--- config.mk ---
export PLATFORM = sky130hd
export DESIGN_NAME = ps2_command_sequencer
export DESIGN_NICKNAME = d
export VERILOG_FILES = /design/src/rtl/ps2_command_sequencer.sv
export SDC_FILE = /design/constraint.sdc
export NUM_CORES = 1
export LEC_CHECK = 0
export CAP_MARGIN = 20
export CORE_MARGIN = 5
export CORE_UTILIZATION = 25
export CTS_CLUSTER_DIAMETER = 150
export DETAILED_ROUTE_END_ITERATION = 6
export SLEW_MARGIN = 20
export SYNTH_ARGS = -nofsm -noshare
export SYNTH_HDL_FRONTEND = slang
export SYNTH_SLANG_ARGS = --single-unit
--- constraint.sdc ---
create_clock -name i_clock -period 2.46 [get_ports i_clock]
set_input_delay 0.738 -clock i_clock [delete_from_list [all_inputs] [get_ports i_clock]]
set_output_delay 0.738 -clock i_clock [all_outputs]
set_load 0.005 [all_outputs]
--- src/rtl/ps2_command_sequencer.sv ---
// PS/2 host-to-keyboard command sequencer: arbitrates LED-update and reset
// requests, drives the byte transmitter and absorbs ACK/RESEND/BAT replies.
// Optional feature macro: PS2_CMD_RESEND_RETRY_EN (retransmit on FE / tx_error).
module ps2_command_sequencer #(
    parameter logic [15:0] ACK_TIMEOUT = 16'd20000,
    parameter logic [23:0] BAT_TIMEOUT = 24'd5000000
`ifdef PS2_CMD_RESEND_RETRY_EN
    ,
    parameter logic [1:0]  MAX_RETRIES = 2'd3
`endif
) (
    input  logic       i_clock,
    input  logic       i_reset,
    input  logic       i_led_request,
    input  logic [2:0] i_led_state,
    input  logic       i_reset_request,
    output logic       o_tx_valid,
    output logic [7:0] o_tx_byte,
    input  logic       i_tx_ready,
    input  logic       i_tx_done,
    input  logic       i_tx_error,
    input  logic       i_rx_valid,
    input  logic [7:0] i_rx_byte,
    output logic       o_rx_consume,
    output logic       o_busy,
    output logic [2:0] o_led_applied,
    output logic       o_cmd_error,
    output logic       o_bat_ok
);

    localparam int unsigned BYTE_W  = 8;
    localparam int unsigned LED_W   = 3;
    localparam int unsigned TIMER_W = 24;

    localparam logic [BYTE_W-1:0] CMD_RESET    = 8'hFF;
    localparam logic [BYTE_W-1:0] CMD_LEDS     = 8'hED;
    localparam logic [BYTE_W-1:0] RSP_ACK      = 8'hFA;
    localparam logic [BYTE_W-1:0] RSP_RESEND   = 8'hFE;
    localparam logic [BYTE_W-1:0] RSP_BAT_OK   = 8'hAA;
    localparam logic [BYTE_W-1:0] RSP_BAT_FAIL = 8'hFC;

    typedef enum logic [2:0] {
        S_IDLE,
        S_SEND,
        S_WAIT_TX,
        S_WAIT_ACK,
        S_WAIT_BAT
    } state_t;

    state_t              r_state,       w_state_nxt;
    logic                r_pend_rst,    w_pend_rst_nxt;
    logic                r_pend_led,    w_pend_led_nxt;
    logic [LED_W-1:0]    r_led_shadow,  w_led_shadow_nxt;
    logic [BYTE_W-1:0]   r_cur_arg,     w_cur_arg_nxt;
    logic                r_is_rst,      w_is_rst_nxt;
    logic                r_arg_phase,   w_arg_phase_nxt;
    logic [TIMER_W-1:0]  r_timer,       w_timer_nxt;
    logic                r_tx_valid,    w_tx_valid_nxt;
    logic [BYTE_W-1:0]   r_tx_byte,     w_tx_byte_nxt;
    logic                r_busy,        w_busy_nxt;
    logic [LED_W-1:0]    r_led_applied, w_led_applied_nxt;
    logic                r_cmd_error,   w_cmd_error_nxt;
    logic                r_bat_ok,      w_bat_ok_nxt;
    logic                w_retry_req;
`ifdef PS2_CMD_RESEND_RETRY_EN
    logic [1:0]          r_retry_cnt,   w_retry_cnt_nxt;
`endif

    // Response bytes absorbed by the sequencer never reach the keycode path
    assign o_rx_consume = i_rx_valid &&
        (((r_state == S_WAIT_ACK) && ((i_rx_byte == RSP_ACK)    || (i_rx_byte == RSP_RESEND))) ||
         ((r_state == S_WAIT_BAT) && ((i_rx_byte == RSP_BAT_OK) || (i_rx_byte == RSP_BAT_FAIL))));

    // Next-state, datapath and output decode
    always_comb begin
        w_state_nxt       = r_state;
        w_pend_rst_nxt    = r_pend_rst;
        w_pend_led_nxt    = r_pend_led;
        w_led_shadow_nxt  = r_led_shadow;
        w_cur_arg_nxt     = r_cur_arg;
        w_is_rst_nxt      = r_is_rst;
        w_arg_phase_nxt   = r_arg_phase;
        w_timer_nxt       = r_timer;
        w_tx_byte_nxt     = r_tx_byte;
        w_led_applied_nxt = r_led_applied;
        w_cmd_error_nxt   = 1'b0;
        w_bat_ok_nxt      = 1'b0;
        w_retry_req       = 1'b0;
`ifdef PS2_CMD_RESEND_RETRY_EN
        w_retry_cnt_nxt   = r_retry_cnt;
`endif

        case (r_state)
            S_IDLE: begin
                if (r_pend_rst) begin
                    w_pend_rst_nxt  = 1'b0;
                    w_is_rst_nxt    = 1'b1;
                    w_arg_phase_nxt = 1'b0;
                    w_tx_byte_nxt   = CMD_RESET;
                    w_state_nxt     = S_SEND;
`ifdef PS2_CMD_RESEND_RETRY_EN
                    w_retry_cnt_nxt = 2'd0;
`endif
                end else if (r_pend_led) begin
                    w_pend_led_nxt  = 1'b0;
                    w_is_rst_nxt    = 1'b0;
                    w_arg_phase_nxt = 1'b0;
                    w_cur_arg_nxt   = BYTE_W'(r_led_shadow);
                    w_tx_byte_nxt   = CMD_LEDS;
                    w_state_nxt     = S_SEND;
`ifdef PS2_CMD_RESEND_RETRY_EN
                    w_retry_cnt_nxt = 2'd0;
`endif
                end
            end
            S_SEND: begin
                if (i_tx_ready) w_state_nxt = S_WAIT_TX;
            end
            S_WAIT_TX: begin
                if (i_tx_error) begin
                    w_retry_req = 1'b1;
                end else if (i_tx_done) begin
                    w_timer_nxt = TIMER_W'(ACK_TIMEOUT);
                    w_state_nxt = S_WAIT_ACK;
                end
            end
            S_WAIT_ACK: begin
                if (i_rx_valid && (i_rx_byte == RSP_ACK)) begin
                    if (r_is_rst) begin
                        w_timer_nxt = BAT_TIMEOUT;
                        w_state_nxt = S_WAIT_BAT;
                    end else if (!r_arg_phase) begin
                        w_arg_phase_nxt = 1'b1;
                        w_tx_byte_nxt   = r_cur_arg;
                        w_state_nxt     = S_SEND;
`ifdef PS2_CMD_RESEND_RETRY_EN
                        w_retry_cnt_nxt = 2'd0;
`endif
                    end else begin
                        w_led_applied_nxt = r_cur_arg[LED_W-1:0];
                        w_state_nxt       = S_IDLE;
                    end
                end else if (i_rx_valid && (i_rx_byte == RSP_RESEND)) begin
                    w_retry_req = 1'b1;
                end else if (r_timer == '0) begin
                    w_cmd_error_nxt = 1'b1;
                    w_state_nxt     = S_IDLE;
                end else begin
                    w_timer_nxt = r_timer - TIMER_W'(1);
                end
            end
            S_WAIT_BAT: begin
                if (i_rx_valid && (i_rx_byte == RSP_BAT_OK)) begin
                    w_bat_ok_nxt = 1'b1;
                    w_state_nxt  = S_IDLE;
                end else if (i_rx_valid && (i_rx_byte == RSP_BAT_FAIL)) begin
                    w_cmd_error_nxt = 1'b1;
                    w_state_nxt     = S_IDLE;
                end else if (r_timer == '0) begin
                    w_cmd_error_nxt = 1'b1;
                    w_state_nxt     = S_IDLE;
                end else begin
                    w_timer_nxt = r_timer - TIMER_W'(1);
                end
            end
            default: w_state_nxt = S_IDLE;
        endcase

        // Retransmit the same byte or abort the sequence
        if (w_retry_req) begin
`ifdef PS2_CMD_RESEND_RETRY_EN
            if (r_retry_cnt < MAX_RETRIES) begin
                w_retry_cnt_nxt = r_retry_cnt + 2'd1;
                w_state_nxt     = S_SEND;
            end else begin
                w_cmd_error_nxt = 1'b1;
                w_state_nxt     = S_IDLE;
            end
`else
            w_cmd_error_nxt = 1'b1;
            w_state_nxt     = S_IDLE;
`endif
        end

        // New requests are latched after arbitration so they are never lost
        if (i_reset_request) w_pend_rst_nxt = 1'b1;
        if (i_led_request) begin
            w_pend_led_nxt   = 1'b1;
            w_led_shadow_nxt = i_led_state;
        end

        w_tx_valid_nxt = (w_state_nxt == S_SEND);
        w_busy_nxt     = (w_state_nxt != S_IDLE);
    end

    // State and datapath registers
    always_ff @(posedge i_clock or posedge i_reset) begin
        if (i_reset) begin
            r_state       <= S_IDLE;
            r_pend_rst    <= 1'b0;
            r_pend_led    <= 1'b0;
            r_led_shadow  <= '0;
            r_cur_arg     <= '0;
            r_is_rst      <= 1'b0;
            r_arg_phase   <= 1'b0;
            r_timer       <= '0;
            r_tx_valid    <= 1'b0;
            r_tx_byte     <= '0;
            r_busy        <= 1'b0;
            r_led_applied <= '0;
            r_cmd_error   <= 1'b0;
            r_bat_ok      <= 1'b0;
`ifdef PS2_CMD_RESEND_RETRY_EN
            r_retry_cnt   <= '0;
`endif
        end else begin
            r_state       <= w_state_nxt;
            r_pend_rst    <= w_pend_rst_nxt;
            r_pend_led    <= w_pend_led_nxt;
            r_led_shadow  <= w_led_shadow_nxt;
            r_cur_arg     <= w_cur_arg_nxt;
            r_is_rst      <= w_is_rst_nxt;
            r_arg_phase   <= w_arg_phase_nxt;
            r_timer       <= w_timer_nxt;
            r_tx_valid    <= w_tx_valid_nxt;
            r_tx_byte     <= w_tx_byte_nxt;
            r_busy        <= w_busy_nxt;
            r_led_applied <= w_led_applied_nxt;
            r_cmd_error   <= w_cmd_error_nxt;
            r_bat_ok      <= w_bat_ok_nxt;
`ifdef PS2_CMD_RESEND_RETRY_EN
            r_retry_cnt   <= w_retry_cnt_nxt;
`endif
        end
    end

    assign o_tx_valid    = r_tx_valid;
    assign o_tx_byte     = r_tx_byte;
    assign o_busy        = r_busy;
    assign o_led_applied = r_led_applied;
    assign o_cmd_error   = r_cmd_error;
    assign o_bat_ok      = r_bat_ok;

endmodule

==> results by group <==
Status
  • Status: finished, violations left
  • Violated checks: setup timing

Flow run
  • MaxCap Viol Count: 0

Clock tree
  • Max clock buf depth: 2
  • CTS root buf: clkbuf_8
  • H-tree Lvls: 2
  • CTS Hold Bufs: 0
  • CTS tree: built
  • Clock slew at reported path FFs: 0.11 ns
  • Clock sink count: 49
  • Clk Latency, worst-skew pair: 0.31 ns
  • CTS buffer count: 5

Power
  • Switch Pwr: 1.165 mW
  • PwrDens: 760.9 nW/um2
  • Peak VDD IR: 0.3286 mV
  • Gate power share: 0.472
  • Lkg Pwr: 1.735 nW
  • Clock share of power: 0.171
  • Switching fraction of total power: 0.3837
  • P_int: 1.872 mW
  • Reg power frac: 0.357

Timing
  • Final setup viols: 14
  • Max-slew headroom: 0.6807
  • Measured slew at the worst slew-check pin: 0.4790 ns
  • Clock Skew: 0.01797 ns
  • Period minus WS final: 2.642 ns
  • Final cycle utilization of the critical path: 1.074
  • Peak Freq: 378.4 MHz
  • RSZ-0062 raised after global routing: true
  • Final setup TNS: -1.715 ns
  • Final WS setup: -0.1824 ns
  • Final Hold Slack: 0.5086 ns
  • Slew Limit Fails: 0
  • Final hold vios: 0

Finish
  • Number of inserted diodes: 0
  • Layout cells sized above 1: 0.3403
  • NumNets Final: 405
  • Cell area after layout: 3991 um2
  • Area Growth Syn to Fin: 48.17%

Synthesis
  • Largest family of logic cells by synthesized area: simple AND/OR/NAND/NOR gates
  • Mux share of post-synthesis cell area: 0.04134
  • Post-Synth XOR/XNOR Area: 0
  • Dominant cells by area after synthesis: dfrtp_1 46%, a21oi_1 4.1%, mux2_2 3.8%
  • Synth cell count leaders: 49 x dfrtp_1, 26 x nor2_1, 22 x a21oi_1
  • Synth top area share: 0.4552
  • Synthesized area per cell: 9.354 um2
  • Dominant cell type by area after synthesis: dfrtp_1
  • Syn. warnings: 0
  • Post-synth top flop: dfrtp_1
  • Synth Net Count: 309
  • Simple-Gate Fraction of Synth Area: 0.2610
  • Post-synthesis adder-cell area fraction: 0.009289
  • Sequential fraction of the synthesis area: 0.4552
  • Post-synth ARST share: 1.000
  • Synthesized area: 2694 um2
  • Synth Register Bits: 49
  • Count leader, synth: dfrtp_1
  • Cells after Synth: 288
  • Synth Area in Compound Gates: 0.1965
  • Number of distinct library cells after synthesis: 53
  • Number of synthesized flops with an enable pin: 0

Critical path
  • CP Capture Type: register
  • Reg-to-reg startpoint: r_timer[6]
  • Arr. time, crit path: 2.89 ns
  • WS Path Type: register to register
  • R2R cell count: 8
  • Worst reg2reg setup slack: -0.18 ns
  • Reg-to-reg endpoint: r_timer[22]
  • Crit Path Max Fanout: 4
  • Critical path launch point type: register
  • CP required: 2.71 ns

Drt
  • Total Wirelength: 7.649 mm
  • Via count: 2599
  • Residual DRC: 0
  • Via density: 4.950
  • Pre-antenna DRT Iters: 4
  • Initial drt markers: 79
  • Drt wl/cell: 14.57 um
  • Post-route ant nets: 0

Floorplan
  • Die area: 12950 um2
  • Io pins: 35
  • Die W: 113.8 um
  • Core area: 10700 um2
  • Initial Util: 0.2518
  • Height of the die: 113.8 um
  • Std cell rows: 38

GRT
  • Routing usage on met2: 0.2069
  • Largest net degree at the start of global routing: 50
  • GRT busiest layer: met2
  • Grt met3 use: 0.01804
  • Initial antenna violation count: 0
  • GR Util All Layers: 0.1169
  • Global-route wire length before repair: 12.63 mm
  • Grt ovf: 0
  • M1 GR Usage: 0.1460
  • Vias in the first global route: 2653

Min path
  • Min-Delay Endpoint: r_timer[5]
  • Hold_sp: r_timer[5]
  • HP Class: register to register
  • Hold Path Cell Cnt: 1

Place
  • Dpl cell area: 3602 um2
  • GPL Wtd Cong: 0.8679
  • Pre-CTS setup slack: -0.7644 ns
  • Number of buffers added on ports: 34
  • Post-DP HPWL: 5.343 mm
==> how the worst max path moves through the flow <==
stage | start | to
detailed placement | i_rx_byte[2] | o_rx_consume
CTS | i_rx_byte[5] | o_rx_consume
global route | r_timer[6] | o_busy
finish | r_timer[6] | r_timer[22]
floorplan | r_timer[6] | r_timer[15]
global placement | i_rx_byte[2] | o_rx_consume
==> repair_timing <==
action                                  CTS  global route
cloned                                    0             0
endpoints found under the setup margin   26            34
pin swaps                                10            21
buffers inserted                          5             7
gates resized for setup                  26            43
==> critical path: stages (launching register included) <==
cell and delay [ns]:
dfrtp_1 0.39, or4_4 0.55, buf_4 0.16, or4b_4 0.49, or3_4 0.43, nor4_4 0.19
buf_4 0.16, o21a_1 0.10, o22a_1 0.12
==> area by class of cell <==
| type | count | area [um2] |
|---|---|---|
| multi-input combinational | 216 | 1558 |
| clock buffer | 5 | 68.82 |
| fill | 1081 | 6706 |
| tap | 140 | 175.2 |
| sequential | 49 | 1226 |
| clock inverter | 3 | 28.78 |
| timing repair buffer | 103 | 900.9 |
| inverter | 9 | 33.78 |
==> placed cells by master (no fill, tap or decap), types with 3 or more instances in the layout <==
cell type	count
a21oi_1	14
a21oi_2	8
a31oi_1	10
and2_1	3
buf_4	61
buf_6	6
clkbuf_8	5
clkdlybuf4s50_1	24
dfrtp_1	49
dlymetal6s2s_1	6
inv_1	8
mux2_2	9
nand2_1	18
nand2b_1	3
nand3_1	3
nand3b_1	3
nand4_1	3
nand4b_1	3
nor2_1	24
nor2b_1	4
nor3_1	8
nor3_4	3
nor4_1	4
o21a_1	6
o21ai_0	17
o22a_1	9
or3_1	10
or3_4	4
or4_4	6
==> cell families after synthesis <==
kind of cell / after synthesis
compound gates: 82
mux: 10
flops: 49
fa+ha+maj: 2
simple gates: 122
buf+inv: 23
==> power by group through the flow <==
stage	clock network (mW)	logic [mW]	registers, mW
finish	0.518	1.43	1.08
global route	0.579	1.59	1.11
global placement	0	1.30	1.09
floorplan	0	0.744	1.09
CTS	0.535	1.36	1.08
detailed placement	0	1.32	1.10
==> metrics by stage <==
stage,power [mW],utilization,std cells
4_1_cts,2.981,0.3567,518
5_1_grt,3.282,0.3731,525
2_1_floorplan,1.829,-,288
3_5_place_dp,2.419,0.3367,505
6_report,3.037,0.3731,525
3_3_place_gp,2.386,0.3367,505
==> flip-flops by register name, summed over array words and instances, names as in the netlist, 3 cells and up <==
name,cells
r_timer,24
o_tx_byte,5
o_led_applied,3
r_cur_arg,3
r_led_shadow,3
r_state,3
==> layer usage <==
metal  wire (um)  part of all wire
met3         268             0.035
met2        3931              0.51
met4         123             0.016
met5           0                 0
met1        3325              0.43
Power figures use the tool's default switching activity.
